===== src/rtl/wb_port_arbiter.sv =====
// Writeback port arbiter: two per-source FIFOs drained round-robin onto the register-file write port,
// with RAW lookup. Define WB_FWD_EN to add forwarding outputs q_data1/q_data2.
module wb_port_arbiter #(
  parameter int DEPTH = 2,
  parameter int AW    = 5,
  parameter int DW    = 32
) (
  input  logic          clk,
  input  logic          rst_n,
  input  logic          alu_valid,
  input  logic [AW-1:0] alu_addr,
  input  logic [DW-1:0] alu_data,
  output logic          alu_ready,
  input  logic          lsu_valid,
  input  logic [AW-1:0] lsu_addr,
  input  logic [DW-1:0] lsu_data,
  output logic          lsu_ready,
  output logic [AW-1:0] write_addr,
  output logic [DW-1:0] write_data,
  output logic          write_ctr,
  input  logic [AW-1:0] q_addr1,
  input  logic [AW-1:0] q_addr2,
  output logic          q_hit1,
  output logic          q_hit2,
`ifdef WB_FWD_EN
  output logic [DW-1:0] q_data1,
  output logic [DW-1:0] q_data2,
`endif
  output logic          busy
);
  localparam int PW = $clog2(DEPTH);
  localparam int CW = PW + 1;

  typedef enum logic {SRC_ALU = 1'b0, SRC_LSU = 1'b1} src_e;

  logic [AW-1:0]    addr_mem [2][DEPTH];
  logic [DW-1:0]    data_mem [2][DEPTH];
  logic [PW-1:0]    wr_ptr   [2];
  logic [PW-1:0]    rd_ptr   [2];
  logic [CW-1:0]    count    [2];
  logic [DEPTH-1:0] entry_valid [2];

  logic [1:0]    in_valid, full, nonempty, push, pop;
  logic [AW-1:0] in_addr [2];
  logic [DW-1:0] in_data [2];
  logic [AW-1:0] q_addr  [2];
  logic [1:0]    hit;

  src_e rr_q, rr_d, winner;
  logic win_valid;

  assign in_valid   = {lsu_valid, alu_valid};
  assign in_addr[0] = alu_addr;
  assign in_addr[1] = lsu_addr;
  assign in_data[0] = alu_data;
  assign in_data[1] = lsu_data;
  assign q_addr[0]  = q_addr1;
  assign q_addr[1]  = q_addr2;

  // Writes to x0 complete the handshake but are dropped before the FIFO.
  always_comb begin
    for (int s = 0; s < 2; s++) begin
      full[s]     = count[s] == CW'(DEPTH);
      nonempty[s] = count[s] != '0;
      push[s]     = in_valid[s] && !full[s] && (in_addr[s] != '0);
    end
  end

  assign alu_ready = !full[0];
  assign lsu_ready = !full[1];

  always_comb begin
    // NOTE: every combinational output gets a default first so no path can infer a latch.
    winner    = SRC_ALU;
    win_valid = |nonempty;
    rr_d      = rr_q;
    pop       = 2'b00;
    if (&nonempty)        winner = rr_q;
    else if (nonempty[1]) winner = SRC_LSU;
    if (win_valid) begin
      rr_d = (winner == SRC_ALU) ? SRC_LSU : SRC_ALU;
      pop  = (winner == SRC_LSU) ? 2'b10 : 2'b01;
    end
  end

  // NOTE: storage arrays carry no reset; count/rd_ptr decide which entries are meaningful.
  always_ff @(posedge clk) begin
    for (int s = 0; s < 2; s++) begin
      if (push[s]) begin
        addr_mem[s][wr_ptr[s]] <= in_addr[s];
        data_mem[s][wr_ptr[s]] <= in_data[s];
      end
    end
  end

  // NOTE: state registers use non-blocking assignments so every flop samples pre-edge values.
  always_ff @(posedge clk or negedge rst_n) begin
    if (!rst_n) begin
      for (int s = 0; s < 2; s++) begin
        wr_ptr[s] <= '0;
        rd_ptr[s] <= '0;
        count[s]  <= '0;
      end
      rr_q       <= SRC_ALU;
      write_ctr  <= 1'b0;
      write_addr <= '0;
      write_data <= '0;
    end else begin
      for (int s = 0; s < 2; s++) begin
        if (push[s]) wr_ptr[s] <= wr_ptr[s] + PW'(1);
        if (pop[s])  rd_ptr[s] <= rd_ptr[s] + PW'(1);
        count[s] <= count[s] + CW'(push[s]) - CW'(pop[s]);
      end
      rr_q      <= rr_d;
      write_ctr <= win_valid;
      if (win_valid) begin
        write_addr <= addr_mem[winner][rd_ptr[winner]];
        write_data <= data_mem[winner][rd_ptr[winner]];
      end
    end
  end

  // An entry is live when its distance from the read pointer is below the fill count.
  always_comb begin
    logic [PW-1:0] offset;
    offset = '0;
    for (int s = 0; s < 2; s++) begin
      for (int i = 0; i < DEPTH; i++) begin
        offset            = PW'(i) - rd_ptr[s];
        entry_valid[s][i] = CW'(offset) < count[s];
      end
    end
  end

`ifdef WB_FWD_EN
  logic [DW-1:0] fwd [2];
`endif

  always_comb begin
    for (int q = 0; q < 2; q++) begin
      hit[q] = write_ctr && (write_addr == q_addr[q]);
`ifdef WB_FWD_EN
      fwd[q] = hit[q] ? write_data : '0;
`endif
      for (int s = 0; s < 2; s++) begin
        for (int i = 0; i < DEPTH; i++) begin
          if (entry_valid[s][i] && (addr_mem[s][i] == q_addr[q])) begin
            hit[q] = 1'b1;
`ifdef WB_FWD_EN
            fwd[q] = data_mem[s][i];
`endif
          end
        end
      end
      if (q_addr[q] == '0) begin
        hit[q] = 1'b0;
`ifdef WB_FWD_EN
        fwd[q] = '0;
`endif
      end
    end
  end

  assign q_hit1 = hit[0];
  assign q_hit2 = hit[1];
`ifdef WB_FWD_EN
  assign q_data1 = fwd[0];
  assign q_data2 = fwd[1];
`endif

  assign busy = (|nonempty) || write_ctr;

endmodule


===== config.mk =====
export PLATFORM = sky130hd
export DESIGN_NAME = wb_port_arbiter
export DESIGN_NICKNAME = d
export VERILOG_FILES = /design/src/rtl/wb_port_arbiter.sv
export SDC_FILE = /design/constraint.sdc
export NUM_CORES = 1
export LEC_CHECK = 0
export CAP_MARGIN = 20
export CORE_AREA = 2 2 146 148
export DETAILED_ROUTE_END_ITERATION = 10
export DIE_AREA = 0 0 148 150
export PLACE_DENSITY = 0.64
export SKIP_CTS_REPAIR_TIMING = 1
export SYNTH_ARGS = -nofsm -noshare
export SYNTH_HDL_FRONTEND = slang
export SYNTH_SLANG_ARGS = --single-unit

===== constraint.sdc =====
create_clock -name clk -period 5.2 [get_ports clk]
set_input_delay 0.52 -clock clk [delete_from_list [all_inputs] [get_ports clk]]
set_output_delay 0.52 -clock clk [all_outputs]
set_load 0.005 [all_outputs]

After elaboration in Yosys (flattened, before gate mapping)

Memories as Yosys holds them, arrays and structs flattened.
Index checks and enable logic that the tools add are counted.

Memory bits (writable): 148
Memories kept: 2
Input bits: 88
Output and inout port bits: 43
Register bits after elaboration: 47

Memories:

| memory   | words | width | read ports | clocked after memory_dff | write ports | RTL line | RTL |
|---|---|---|---|---|---|---|---|
| data_mem | 2     | 64    | 1          | 0                        | 2           | 37       | `logic [DW-1:0] data_mem [2][DEPTH];` |
| addr_mem | 2     | 10    | 3          | 0                        | 2           | 36       | `logic [AW-1:0] addr_mem [2][DEPTH];` |

Add/subtract/negate cells: 12
$lt $le $gt $ge: 10
Reductions and logical operators: 27
Muxes and demuxes: 38
Bitwise operators: 4
Equality and inequality tests: 12

Operators by type and width:

| cell                                                       | count |
|---|---|
| two-way mux 32 bit                                         | 5 |
| two-way mux 64 bit                                         | 2 |
| demux 32 bit (select 1 bit)                                | 2 |
| equality test 5 bit                                        | 10 |
| two-way mux 5 bit                                          | 5 |
| two-way mux 10 bit                                         | 2 |
| two-way mux 1 bit                                          | 18 |
| logical AND 1 bit                                          | 16 |
| demux 5 bit (select 1 bit)                                 | 2 |
| zero test 5 bit                                            | 2 |
| nonzero test 5 bit                                         | 2 |
| greater-or-equal comparator 2 bit, second input constant   | 4 |
| less-than comparator 1 x 2 -> 1 bit                        | 4 |
| inverter 1 -> 2 bit                                        | 4 |
| adder 1 bit, second input constant                         | 4 |
| adder 2 x 1 -> 2 bit                                       | 2 |
| equality test 2 bit, second input constant                 | 2 |
| less-than comparator 2 x 1 -> 1 bit, second input constant | 2 |
| two-way mux 2 bit                                          | 2 |
| nonzero test 2 bit                                         | 2 |
| subtractor 1 bit, first input constant                     | 4 |
| subtractor 2 x 1 -> 2 bit                                  | 2 |
| zero test 1 bit                                            | 2 |
| AND reduction 2 bit                                        | 1 |
| other kinds (2)                                            | 2 |

Depth between registers and ports, before layout

Gate-level depths: netlist (run 1).

Depth in word-level cells: 11
Depth in mapped cells: 10

Worst setup path after synthesis (run 1)

Ideal clock, no wire load.

Kind: reg2reg
Start point: reg count[1] (netlist bit)
End point: mem addr_mem[1][0] (netlist bit) (enable)
Data arrival time: 2357 ps
Cell stages (with the launch flop): 5
Period minus slack after synthesis: 2788 ps
Buffers on the path: 1
Data required time: 4769 ps
Slack: 2412 ps
Cells stage by stage: dfrtp_1 buf_2 nand2b_1 o211ai_1 nor2_1

RTL lines:

| what                            | RTL line | RTL |
|---|---|---|
| start, declared                 | 40       | `logic [CW-1:0] count [2];` |
| start signal, assigned by index | 112      | `count[s] <= count[s] + CW'(push[s]) - CW'(pop[s]);` |
| end, declared                   | 36       |  |

Worst setup path after layout (run 1)

Start point: reg rd_ptr[1] (netlist bit)
End point: out q_hit2

Cells in the longest elaborated chain, start to end: 8

Ends and longest elaborated chain:

| what                                | RTL line | RTL |
|---|---|---|
| start, declared                     | 39       | `logic [PW-1:0] rd_ptr [2];` |
| start signal, assigned by index     | 111      | `if (pop[s]) rd_ptr[s] <= rd_ptr[s] + PW'(1);` |
| subtractor 1 bit                    | 129      | `offset = PW'(i) - rd_ptr[s];` |
| less-than comparator 1 x 2 -> 1 bit | 130      | `entry_valid[s][i] = CW'(offset) < count[s];` |
| logical AND 1 bit                   | 147      | `if (entry_valid[s][i] && (addr_mem[s][i] == q_addr[q])) begin` |
| two-way mux 1 bit                   | 147      |  |
| two-way mux 1 bit * (3 in a row)    | 147      |  |
| two-way mux 1 bit *                 | 155      | `if (q_addr[q] == '0) begin` |
| end, declared                       | 24       | `output logic q_hit2,` |

Mark *: on every way between the ends. The rest lies on a longest branch, timed or not.

==> results.md, run 1 <==
* Maximum number of pins on one net before global-route repair at 76
* Worst path top cell family by delay: flip-flops
* Buf+Inv Stages, Crit Path at 1
* Worst Path Arrival at 3020 ps
* Flop-to-flop setup slack at 2950 ps
* Max_slew headroom at 0.322
* Warning count from the yosys run at 0
* Critical setup path kind: reg2out
* Global-route usage over all layers at 0.165
* Fraction of power consumed by sequential logic at 0.436
* Number of clock buffers inserted by TritonCTS at 17
* Horizontal die dimension at 148 um
* Total die area at 0.0222 mm2
* Via count of the first global-routing pass at 5135
* Minimum period implied by the final worst setup slack at 3540 ps
* Placeable core region at 0.0207 mm2
* Layout filler cell count at 1769
* Final design utilization at 0.500
* Fraction of power spent switching nets at 0.331
* Final Max Slew Viols at 0
* Most numerous cell types in the synthesized netlist: 148 x sky130_fd_sc_hd__edfxtp_1, 47 x sky130_fd_sc_hd__dfrtp_1, 47 x sky130_fd_sc_hd__nor2_1
* Final Non-Filler Cells at 982
* Total half-perimeter wirelength after legalization and detailed placement at 11700 um
* Routed length per instance at 17.9 um
* Post-synthesis register bit count at 195
* Net switching component of the power at 0.00193 W
* Maximum buffer depth of the clock tree at 2
* DR vias/cell at 4.92
* Critical-path cell with the highest stage delay: sky130_fd_sc_hd__dfrtp_2
* Clock tree from TritonCTS: built
* Post-synthesis cell type count at 27
* CP startpoint: rd_ptr[1]$_DFFE_PN0P_
* Internal power consumption at 0.00390 W
* PwrDens at 562 mW/mm2
* Result of the run: finished clean
* Series of cell instances along the critical path: a21oi_1 -> or4_1 -> nor3_1 -> nor3_1 -> a21oi_1 -> clkdlybuf4s50_1
* Stages on the worst setup path at 6
* Clock Skews at 14.8 ps
* Total standard cell area after synthesis at 0.00810 mm2
* Share of the synthesized area in the top cell type at 0.549
* WL final at 17600 um
* Final antenna-violating net count at 0
* Highest achievable clock rate at 283 MHz
* Global route overflow at 0
* Mean cell area of the mapped netlist at 14.2 um2
* Number of nets at the end of the flow at 786
* Count of input and output buffers at 130
* Clock root buffer master: sky130_fd_sc_hd__clkbuf_16
* Combinational cell fraction of total power at 0.329
* Launch point of the worst reg-to-reg path: count[1]$_DFF_PN0_
* Total placed cells including tap cells at 950
* Clock-pin slew of the registers on the worst-case setup and hold paths at 80 ps
* Drt initial violations at 257
* Data required time of the worst path at 4680 ps
* Worst-path fanout max at 39
* Most common cell in the netlist: sky130_fd_sc_hd__edfxtp_1
* Sort of element at the start of the critical path: flip-flop
* Pre-antenna DRT Iters at 4
* Dominant cells by area after synthesis: sky130_fd_sc_hd__edfxtp_1 55%, sky130_fd_sc_hd__dfrtp_1 15%, sky130_fd_sc_hd__mux2_2 5.1%, sky130_fd_sc_hd__mux2i_1 4.6%, sky130_fd_sc_hd__xor2_1 3.5%
* Final Hold Slack at 211 ps
* IO Count at 131
* Clock sink total at 195
* Syn Nets at 664
* Count of mapped cells out of synthesis at 572
* Share of flip-flops with an asynchronous set or reset after synthesis at 0.241
* DRC violations left at 0
* Cell type with the highest aggregate area in the netlist: sky130_fd_sc_hd__edfxtp_1
* Last weighted congestion value of the routability-driven placer at 0.876
* Depth of the most critical reg-to-reg path at 8
* Part of the power in the clock network at 0.235
* Inserted Diodes at 0
* Hold violation count in the final report at 0
* Slowest cell delay on critical path at 1040 ps
* Leak pwr at 3.69 nW
* Clock latency on the worst-skew pair at 430 ps
* Die Height at 150 um
* Count of flip-flops with a built-in enable after synthesis at 148
* Number of endpoints failing setup at the final stage at 0
* Max Cap Viol at 0
* Initial cell density of the core at 0.391
* Htree depth at 4
* Largest vdd supply drop at 292 uV
* Dominant synthesized flop cell: sky130_fd_sc_hd__edfxtp_1
* Worst slew pin tran at 1020 ps
* Worst Slack Setup Final at 1660 ps
* Antenna violations before repair at 0
* Site row count at 53
* Fraction of layout instances using a drive strength above 1 at 0.123
* Relative area change from synthesis to final layout at 27.9%
* CP endpoint kind: primary output
* Wire length of the first global-routing pass at 27800 um
* Post-synthesis sequential area ratio at 0.694
* Worst hold path class: in2async
* Tcrit/Tclk final at 0.680
* Pre-CTS setup slack at 1850 ps
* Via total after detailed routing at 4828
* Unrepaired setup endpoints after global routing: false
* Accumulated negative setup slack at 0 ps
-- power by group through the flow --
stage / logic [W] / registers [W] / clock network (W)
5_1_grt: 0.00214 / 0.00260 / 0.00147
3_3_place_gp: 0.00188 / 0.00257 / 0
6_report: 0.00191 / 0.00254 / 0.00137
2_1_floorplan: 0.00126 / 0.00242 / 0
4_1_cts: 0.00196 / 0.00255 / 0.00140
3_5_place_dp: 0.00196 / 0.00258 / 0
-- worst reg2reg max path: stages, from the launching register on --
cell                      delay, ps
sky130_fd_sc_hd__dfrtp_1        510
sky130_fd_sc_hd__nor4_4         340
sky130_fd_sc_hd__buf_4          380
sky130_fd_sc_hd__nor2_1         140
sky130_fd_sc_hd__ha_1           300
sky130_fd_sc_hd__inv_1           40
sky130_fd_sc_hd__ha_1           180
sky130_fd_sc_hd__xnor2_1        130
sky130_fd_sc_hd__xnor2_1        120
-- cells in the final DEF, fill, tap and decap left out, drive strengths merged --
master	count
a31oi	2
o22ai	1
a21oi	43
xor2	32
mux2i	37
nand2b	3
clkinv	6
ha	4
nand2	37
nand3	2
buf	10
xnor2	26
o21ai	37
dfrtp	47
o211ai	2
edfxtp	148
nand4	3
a21o	1
nor4	5
clkbuf	17
nor3	6
mux2	37
bufinv	2
o311a	1
clkdlybuf4s50	129
nor2	47
or4	7
inv	15
-- flip-flops by register name (all words and copies together) (netlist names) --
name and cells:
write_ctr 1, count 4, data_mem 128, rr_q 1
addr_mem 20, rd_ptr 2, wr_ptr 2, write_data 32
write_addr 5
-- cells by family after synthesis --
kind of cell,share of synthesized area
compound gates,0.0558
xor+xnor,0.0628
fa+ha+maj,0.00618
buf+inv,0.0241
flops,0.694
mux,0.0972
simple gates,0.0597
-- stage by stage --
stage               instance area (um2)  total power, W
global route                      10400         0.00620
floorplan                          8100         0.00368
global placement                   9680         0.00445
detailed placement                 9720         0.00454
finish                            10400         0.00582
CTS                               10400         0.00592
-- cell type report --
type	count	area, um2	share of cell area
Sequential cell	195	5620	0.543
Multi-Input combinational cell	333	2330	0.225
Timing Repair Buffer	139	1390	0.134
Clock buffer	17	425	0.0411
Tap cell	275	344	0.0332
Clock inverter	15	211	0.0204
Inverter	8	30.0	0.00290
-- final timing paths --
check | endpoint
setup / recovery | q_hit2
hold / removal | write_data[30]$_DFFE_PN0N_
setup reg to reg | count[3]$_DFF_PN0_
hold reg to reg | write_data[30]$_DFFE_PN0N_
max in group asynchronous | rd_ptr[1]$_DFFE_PN0P_
min in group clk | write_data[30]$_DFFE_PN0N_
-- routing by layer --
metal,vias up,track usage,part of all wire
met2,120,0.292,0.51
met4,0,0.0476,0.014
met5,-,0,0
li1,2318,-,-
met1,2374,0.201,0.43
met3,16,0.0375,0.046
Note: power is estimated with default switching activity, not from simulation.
==> inputs of run 2 (changes only) <==
Settings changed: PLACE_DENSITY 0.64 to 0.66.
Clock period 5.2 ns to 2.9 ns, I/O delays scaled along.
==> run 2 against run 1 <==
Net effect: combinational power grew 93%; flip-flop and latch count is the same; sequential share of layout area shrank 0.54 points; power grew 79%; worst hold slack gained 230 ps; global-route usage grew 0.12 points; clock-buffer cell count is the same; register-to-register slack lost 2400 ps; via count grew 1.9%; critical path type unchanged; critical endpoint unchanged; largest power group unchanged.
==> results.md, run 2 (same netlist as run 1, synthesis figures left out) <==
* Result of the run: finished clean
* Pre-CTS setup slack at 167 ps
* Number of nets at the end of the flow at 808
* WL final at 17700 um
* Minimum period implied by the final worst setup slack at 2780 ps
* Final Non-Filler Cells at 1004
* DRC violations left at 0
* Drt initial violations at 304
* Maximum buffer depth of the clock tree at 2
* Number of endpoints failing setup at the final stage at 0
* Clock latency on the worst-skew pair at 420 ps
* Final antenna-violating net count at 0
* Highest achievable clock rate at 360 MHz
* Highest Signal Layer: met4
* Layout filler cell count at 1773
* Pre-antenna DRT Iters at 4
* Clock sink total at 195
* Leak pwr at 3.77 nW
* Flop-to-flop setup slack at 580 ps
* Via total after detailed routing at 4919
* Routed met3 length at 703 um
* Wire length on met2 at 9020 um
* CP endpoint kind: primary output
* Routed length per instance at 17.6 um
* Total half-perimeter wirelength after legalization and detailed placement at 12100 um
* Die Height at 150 um
* Max Cap Viol at 0
* Data required time of the worst path at 2610 ps
* Total die area at 0.0222 mm2
* Htree depth at 4
* Clock root buffer master: sky130_fd_sc_hd__clkbuf_16
* Clock tree from TritonCTS: built
* Hold violation count in the final report at 0
* PwrDens at 994 mW/mm2
* Tcrit/Tclk final at 0.959
* Critical setup path kind: reg2out
* Count of input and output buffers at 130
* DR vias/cell at 4.90
* Sort of element at the start of the critical path: flip-flop
* CP startpoint: addr_mem[0][4]$_DFFE_PP_
* Met1 Wirelength at 7640 um
* Launch point of the worst reg-to-reg path: count[2]$_DFF_PN0_
* Worst-path fanout max at 2
* Worst slew pin tran at 945 ps
* Worst Slack Setup Final at 120 ps
* Clock Skews at 9.84 ps
* Clock-pin slew of the registers on the worst-case setup and hold paths at 70 ps
* Worst hold path class: in2reg
* Fraction of layout instances using a drive strength above 1 at 0.151
* Depth of the most critical reg-to-reg path at 5
* Antenna violations before repair at 0
* Inserted Diodes at 0
* Final Max Slew Viols at 0
* Critical path capture point: q_hit2
* Wire length of the first global-routing pass at 27900 um
* Max_slew headroom at 0.368
* Last weighted congestion value of the routability-driven placer at 0.894
* Relative area change from synthesis to final layout at 29.3%
* Number of clock buffers inserted by TritonCTS at 17
* Placeable core region at 0.0207 mm2
* IO Count at 131
* Horizontal die dimension at 148 um
* Global-route usage over all layers at 0.166
* Number of flip-flops in the largest register at 128
* Most frequent cells in the layout: 148 x sky130_fd_sc_hd__edfxtp_1, 128 x sky130_fd_sc_hd__clkdlybuf4s50_1, 43 x sky130_fd_sc_hd__nor2_1, 43 x sky130_fd_sc_hd__a21oi_1, 43 x sky130_fd_sc_hd__dfrtp_1
* Worst Path Arrival at 2490 ps
* Largest vdd supply drop at 476 uV
* Total placed cells including tap cells at 963
* Unrepaired setup endpoints after global routing: false
* Global route overflow at 0
* Initial cell density of the core at 0.391
* Leading cell type in the layout, fill and taps excluded: sky130_fd_sc_hd__edfxtp_1
* Via count of the first global-routing pass at 5315
* Maximum number of pins on one net before global-route repair at 76
* Terminus of the critical flop-to-flop path: addr_mem[0][3]$_DFFE_PP_
* Site row count at 53
==> run 2: area by class of cell <==
cell class	count	area (um2)	share of cell area
Sequential cell	195	5630	0.538
Multi-Input combinational cell	333	2330	0.223
Timing Repair Buffer	161	1530	0.147
Clock buffer	17	425	0.0406
Tap cell	275	344	0.0329
Clock inverter	15	174	0.0166
Inverter	8	30.0	0.00287
==> run 2: metrics by stage <==
step                hold WS [ps]  total power, W  TNS (ps)   util  area (um2)
floorplan                  -5.59         0.00660         0      -        8100
global placement             405         0.00802         0  0.473        9790
detailed placement           416         0.00814         0  0.473        9790
CTS                        -46.8          0.0105     -23.5  0.502       10400
global route                 416          0.0111         0  0.506       10500
finish                       445          0.0104         0  0.506       10500
==> run 2: how the worst min path moves through the flow <==
stage	startpoint	end	depth (start not counted)
finish	alu_data[30]	data_mem[0][30]$_DFFE_PP_	1
global route	lsu_data[16]	data_mem[1][48]$_DFFE_PP_	1
CTS	rst_n	write_data[29]$_DFFE_PN0N_	1
detailed placement	rst_n	write_data[29]$_DFFE_PN0N_	1
global placement	rst_n	write_data[29]$_DFFE_PN0N_	1
floorplan	rst_n	count[0]$_DFF_PN0_	0
==> run 2: worst max-delay path, cell delays in order, from the launching register on <==
cell	delay (ps)
sky130_fd_sc_hd__edfxtp_1	410
sky130_fd_sc_hd__xor2_1	170
sky130_fd_sc_hd__or4_1	520
sky130_fd_sc_hd__nor3_1	180
sky130_fd_sc_hd__nor3_1	90
sky130_fd_sc_hd__a21oi_1	180
sky130_fd_sc_hd__clkdlybuf4s50_1	530
==> run 2: per-layer routing <==
metal | global-route usage | vias up
met1 | 0.203 | 2431
li1 | - | 2351
met5 | 0 | -
met2 | 0.286 | 115
met3 | 0.0366 | 22
met4 | 0.0652 | 0
==> run 2: where the power goes <==
group	internal (W)	total (W)	switching, W
clock network	0.00130	0.00234	0.00105
registers	0.00394	0.00438	0.000440
logic	0.00178	0.00368	0.00190
==> variant 1 (flow settings as in run 2) <==
Set the parameter `AW` to 3 (it was 5).
--- a/src/rtl/wb_port_arbiter.sv
+++ b/src/rtl/wb_port_arbiter.sv
@@ -3,5 +3,5 @@
 module wb_port_arbiter #(
   parameter int DEPTH = 2,
-  parameter int AW    = 5,
+  parameter int AW    = 3,
   parameter int DW    = 32
 ) (
Interface: changed (5 resized); port bits go from 131 to 121. The function was not compared with the original's and may differ.
==> variant 1 against run 2 <==
The flow now finishes with violations (negative hold slack); combinational power increased by 4%; largest cell class unchanged; via count is 5.6% lower; final area fell by 6.3%; critical path type is now input pin to output pin; critical endpoint is now q_hit1; largest power group unchanged; sequential cell count is 10 lower; power is 1.7% lower; clock skew about the same; clock power fell by 4%; highest routed layer unchanged; die area unchanged; routed wire length is 2.6% lower; synthesized area shrank 4.1%; worst setup slack better by 0.27 ns; non-clock buffer count down 27; fmax increased by 11%.
==> variant 1: results <==
export IMPL_ys_types=38
export IMPL_io_buffers=120
export IMPL_cts_root_buf="clkbuf_16"
export IMPL_clock_latency_ns=0.43
export IMPL_min_path_type="input pin to asynchronous set/reset pin"
export IMPL_synth_edff_count=140
export IMPL_grt_max_degree=65
export IMPL_r2r_start="count[3]"
export IMPL_path_max_fanout=6
export IMPL_p_leak_nw=3.26
export IMPL_post_dp_hpwl_um=11400
export IMPL_fin_nets=717
export IMPL_dr_total_vias=4644
export IMPL_n_fill_cell=1860
export IMPL_startpoint="q_addr1[2]"
export IMPL_clk_pin_slew_worst_paths_ns=0.07
export IMPL_maxSlewHeadroom_pct=40.4
export IMPL_synthesis_nets=601
export IMPL_wire_per_inst_um=18.7
export IMPL_placed_cell_area_mm2=0.00923
export IMPL_drt_iter0_markers=187
export IMPL_gp_congestion=0.921
export IMPL_grt_pass1_wl_um=27200
export IMPL_ys_seq_area_share_pct=68.6
export IMPL_async_flop_share_pct=24.3
export IMPL_arrival_ns=2.22
export IMPL_ys_top_cells_by_count="edfxtp_1 (140), nor2b_1 (66), a211oi_1 (46)"
export IMPL_final_hold_violation_count=13
export IMPL_drive_gt1_share_pct=15.0
export IMPL_status="complete, but fails checks"
export IMPL_ff2ff_setup_slack_ns=0.69
export IMPL_pre_cts_slack_ns=0.440
export IMPL_vdd_ir_drop_max_mv=0.576
export IMPL_grt_usage_pct=16.4
export IMPL_numCtsBuffers=17
export IMPL_period_share_pct=86.4
export IMPL_synth_area_leaders="edfxtp_1 (54%), dfrtp_1 (15%), nor2b_1 (5.3%)"
export IMPL_grt_pass1_vias=4980
export IMPL_antenna_found_initial=1
export IMPL_violations="negative hold slack"
export IMPL_whs_ns=-0.0138
export IMPL_clock_skew_ns=0.0102
## variant 1: cell type report
type	instances	area (µm²)	area share (%)
well taps	275	344	3.51
clock buffers	17	425	4.34
repair buffers	134	1300	13.3
clock inverters	15	154	1.57
multi-input cells	287	2210	22.6
inverters	8	35.0	0.357
flip-flops and latches	185	5330	54.4
## variant 1: through the flow
step           total power, W  cells  hold WS, ns
3_5_place_dp          0.00810    889        0.467
4_1_cts                0.0104    921      0.00388
2_1_floorplan         0.00673    517     -0.00559
3_3_place_gp          0.00796    889        0.450
5_1_grt                0.0109    921       0.0455
6_report               0.0102    921      -0.0138
## variant 1: cells by family (layout without fill, tap and decap cells)
family                     after synthesis  count (layout)  synth area share, %
buffers and inverters                   45             174                 3.22
and+or+nand+nor                        123             123                 8.65
AOI/OAI and AO/OA                      116             116                 13.7
adders and majority gates                4               4                0.645
xor gates and xnor gates                38              38                 4.29
DFF                                    185             185                 68.6
muxes                                    6               6                0.806
## variant 1: report_power, final
group / leakage [nW] / total, W / internal [W] / switching (W)
sequential: 1.82 / 0.00414 / 0.00370 / 0.000440
combinational: 1.17 / 0.00384 / 0.00179 / 0.00205
clock: 0.279 / 0.00225 / 0.00115 / 0.00110
## variant 1: worst paths after layout
| check | endpoint | cells after the start |
|---|---|---|
| setup reg to reg | write_addr[2] | 6 |
| hold reg to reg | rr_q | 1 |
| min in group clk | data_mem[0][36] | 1 |
| max in group asynchronous | write_data[3] | 2 |
| setup / recovery | q_hit1 | 6 |
| hold / removal | write_data[6] | 1 |
## variant 1: layer usage
layer	up-vias	GRT usage, %	routed length [µm]
li1	2166	-	-
met1	2338	20.8	7420
met2	126	27.9	8690
met3	14	3.84	935
met4	0	4.81	161
met5	-	0	0
## variant 1: worst max-delay path, stage by stage
cell and delay, ns:
clkdlybuf4s50_1 0.70, xnor2_1 0.18, nand2_1 0.07, o31a_1 0.24, a31oi_1 0.20, clkdlybuf4s50_1 0.53
==> variant 2 (flow settings as in run 2) <==
Made on the original files. Make the reset (`rst_n`) synchronous in one clocked block.
--- a/src/rtl/wb_port_arbiter.sv
+++ b/src/rtl/wb_port_arbiter.sv
@@ -95,5 +95,5 @@
 
   // NOTE: state registers use non-blocking assignments so every flop samples pre-edge values.
-  always_ff @(posedge clk or negedge rst_n) begin
+  always_ff @(posedge clk) begin
     if (!rst_n) begin
       for (int s = 0; s < 2; s++) begin
Check against the original RTL: differs if rst_n is asserted again (counterexample within 4 cycles, from zero or initial values and one cycle with rst_n low); with rst_n held inactive, the same outputs for 4 cycles.
==> variant 2 against run 2 <==
Routed wire length up 2.1%; core utilization is 1.6 points lower; critical endpoint is now q_hit1; final area shrank 3.2%; worst setup slack better by 0.052 ns; highest routed layer unchanged; synthesized area is 1.3% lower; global-route usage up 0.28 points; non-clock buffer count down 21; sequential cell count unchanged; power fell by 8.6%; critical path type unchanged; final cell count down 4.5%; synthesized cell count down 3.7%; largest cell class unchanged; sequential power decreased by 8.2%.
==> variant 2: results <==
export IMPL_status="complete, no violations"
export IMPL_ff2ff_setup_slack_ns=0.75
export IMPL_multiInputCombCellCount=307
export IMPL_multi_input_area_mm2=0.00234
export IMPL_hold_end="data_mem[1][9]"
export IMPL_r2r_cells=4
export IMPL_dr_total_vias=4852
export IMPL_seq_cells=195
export IMPL_min_from="lsu_data[9]"
export IMPL_n_fill_cell=1845
export IMPL_synth_adder_area_share_pct=0.627
export IMPL_synth_area_leaders="edfxtp_1 (57%), dfxtp_1 (11%), mux2i_1 (9.3%)"
export IMPL_clock_area_share_pct=5.89
export IMPL_async_flop_share_pct=0
export IMPL_max_slew_worst_pin_slew_ns=0.912
export IMPL_nNonClkBuffers=140
export IMPL_synth_edff_count=152
export IMPL_pre_cts_slack_ns=0.269
export IMPL_gp_congestion=0.851
export IMPL_synth_compound_area_share_pct=6.66
export IMPL_path_max_fanout=8
export IMPL_clock_skew_ns=0.00686
export IMPL_regToRegEndpoint="data_mem[0][7]"
export IMPL_grt_usage_pct=16.8
export IMPL_post_dp_hpwl_um=12100
export IMPL_ys_seq_area_share_pct=67.9
export IMPL_r2r_start="count[0][0]"
[variant 2: power by group through the flow]
| stage | combinational [W] | clock (W) | sequential (W) |
|---|---|---|---|
| finish | 0.00313 | 0.00235 | 0.00402 |
| global route | 0.00344 | 0.00252 | 0.00408 |
| CTS | 0.00317 | 0.00239 | 0.00403 |
| detailed placement | 0.00316 | 0 | 0.00408 |
| global placement | 0.00308 | 0 | 0.00407 |
| floorplan | 0.00203 | 0 | 0.00396 |
[variant 2: how the worst max path moves through the flow]
stage | depth (start not counted) | slack, ns | start | end
floorplan | 3 | 0.13 | count[0][0] | addr_mem[0][5]
global placement | 6 | 0.30 | lsu_addr[0] | data_mem[1][7]
detailed placement | 6 | 0.27 | q_addr2[3] | q_hit2
CTS | 6 | 0.18 | rd_ptr[1] | q_hit1
global route | 5 | 0.002 | count[0][1] | q_hit1
finish | 5 | 0.17 | count[0][1] | q_hit1
[variant 2: layer usage]
layer,up-vias,wire length [µm],track usage (%)
met2,174,8800,27.8
met3,23,1120,4.48
met4,0,304,6.10
li1,2276,-,-
met1,2379,7810,21.4
met5,-,0,0
[variant 2: per-stage QoR]
stage	utilization [%]	area [µm²]	hold WS [ns]	total power, W	instances
3_3_place_gp	46.1	9540	0.497	0.00715	927
3_5_place_dp	46.1	9540	0.503	0.00724	927
6_report	49.0	10100	0.440	0.00950	959
5_1_grt	49.0	10100	0.418	0.0101	959
4_1_cts	49.0	10100	0.422	0.00959	959
2_1_floorplan	-	7990	0.389	0.00599	551
[variant 2: worst reg2reg max path: stages, from the launching register on]
cell and delay, ns:
dfxtp_2 0.45, nand2b_1 0.26, o211ai_2 0.19, inv_2 0.10
and2_2 0.75
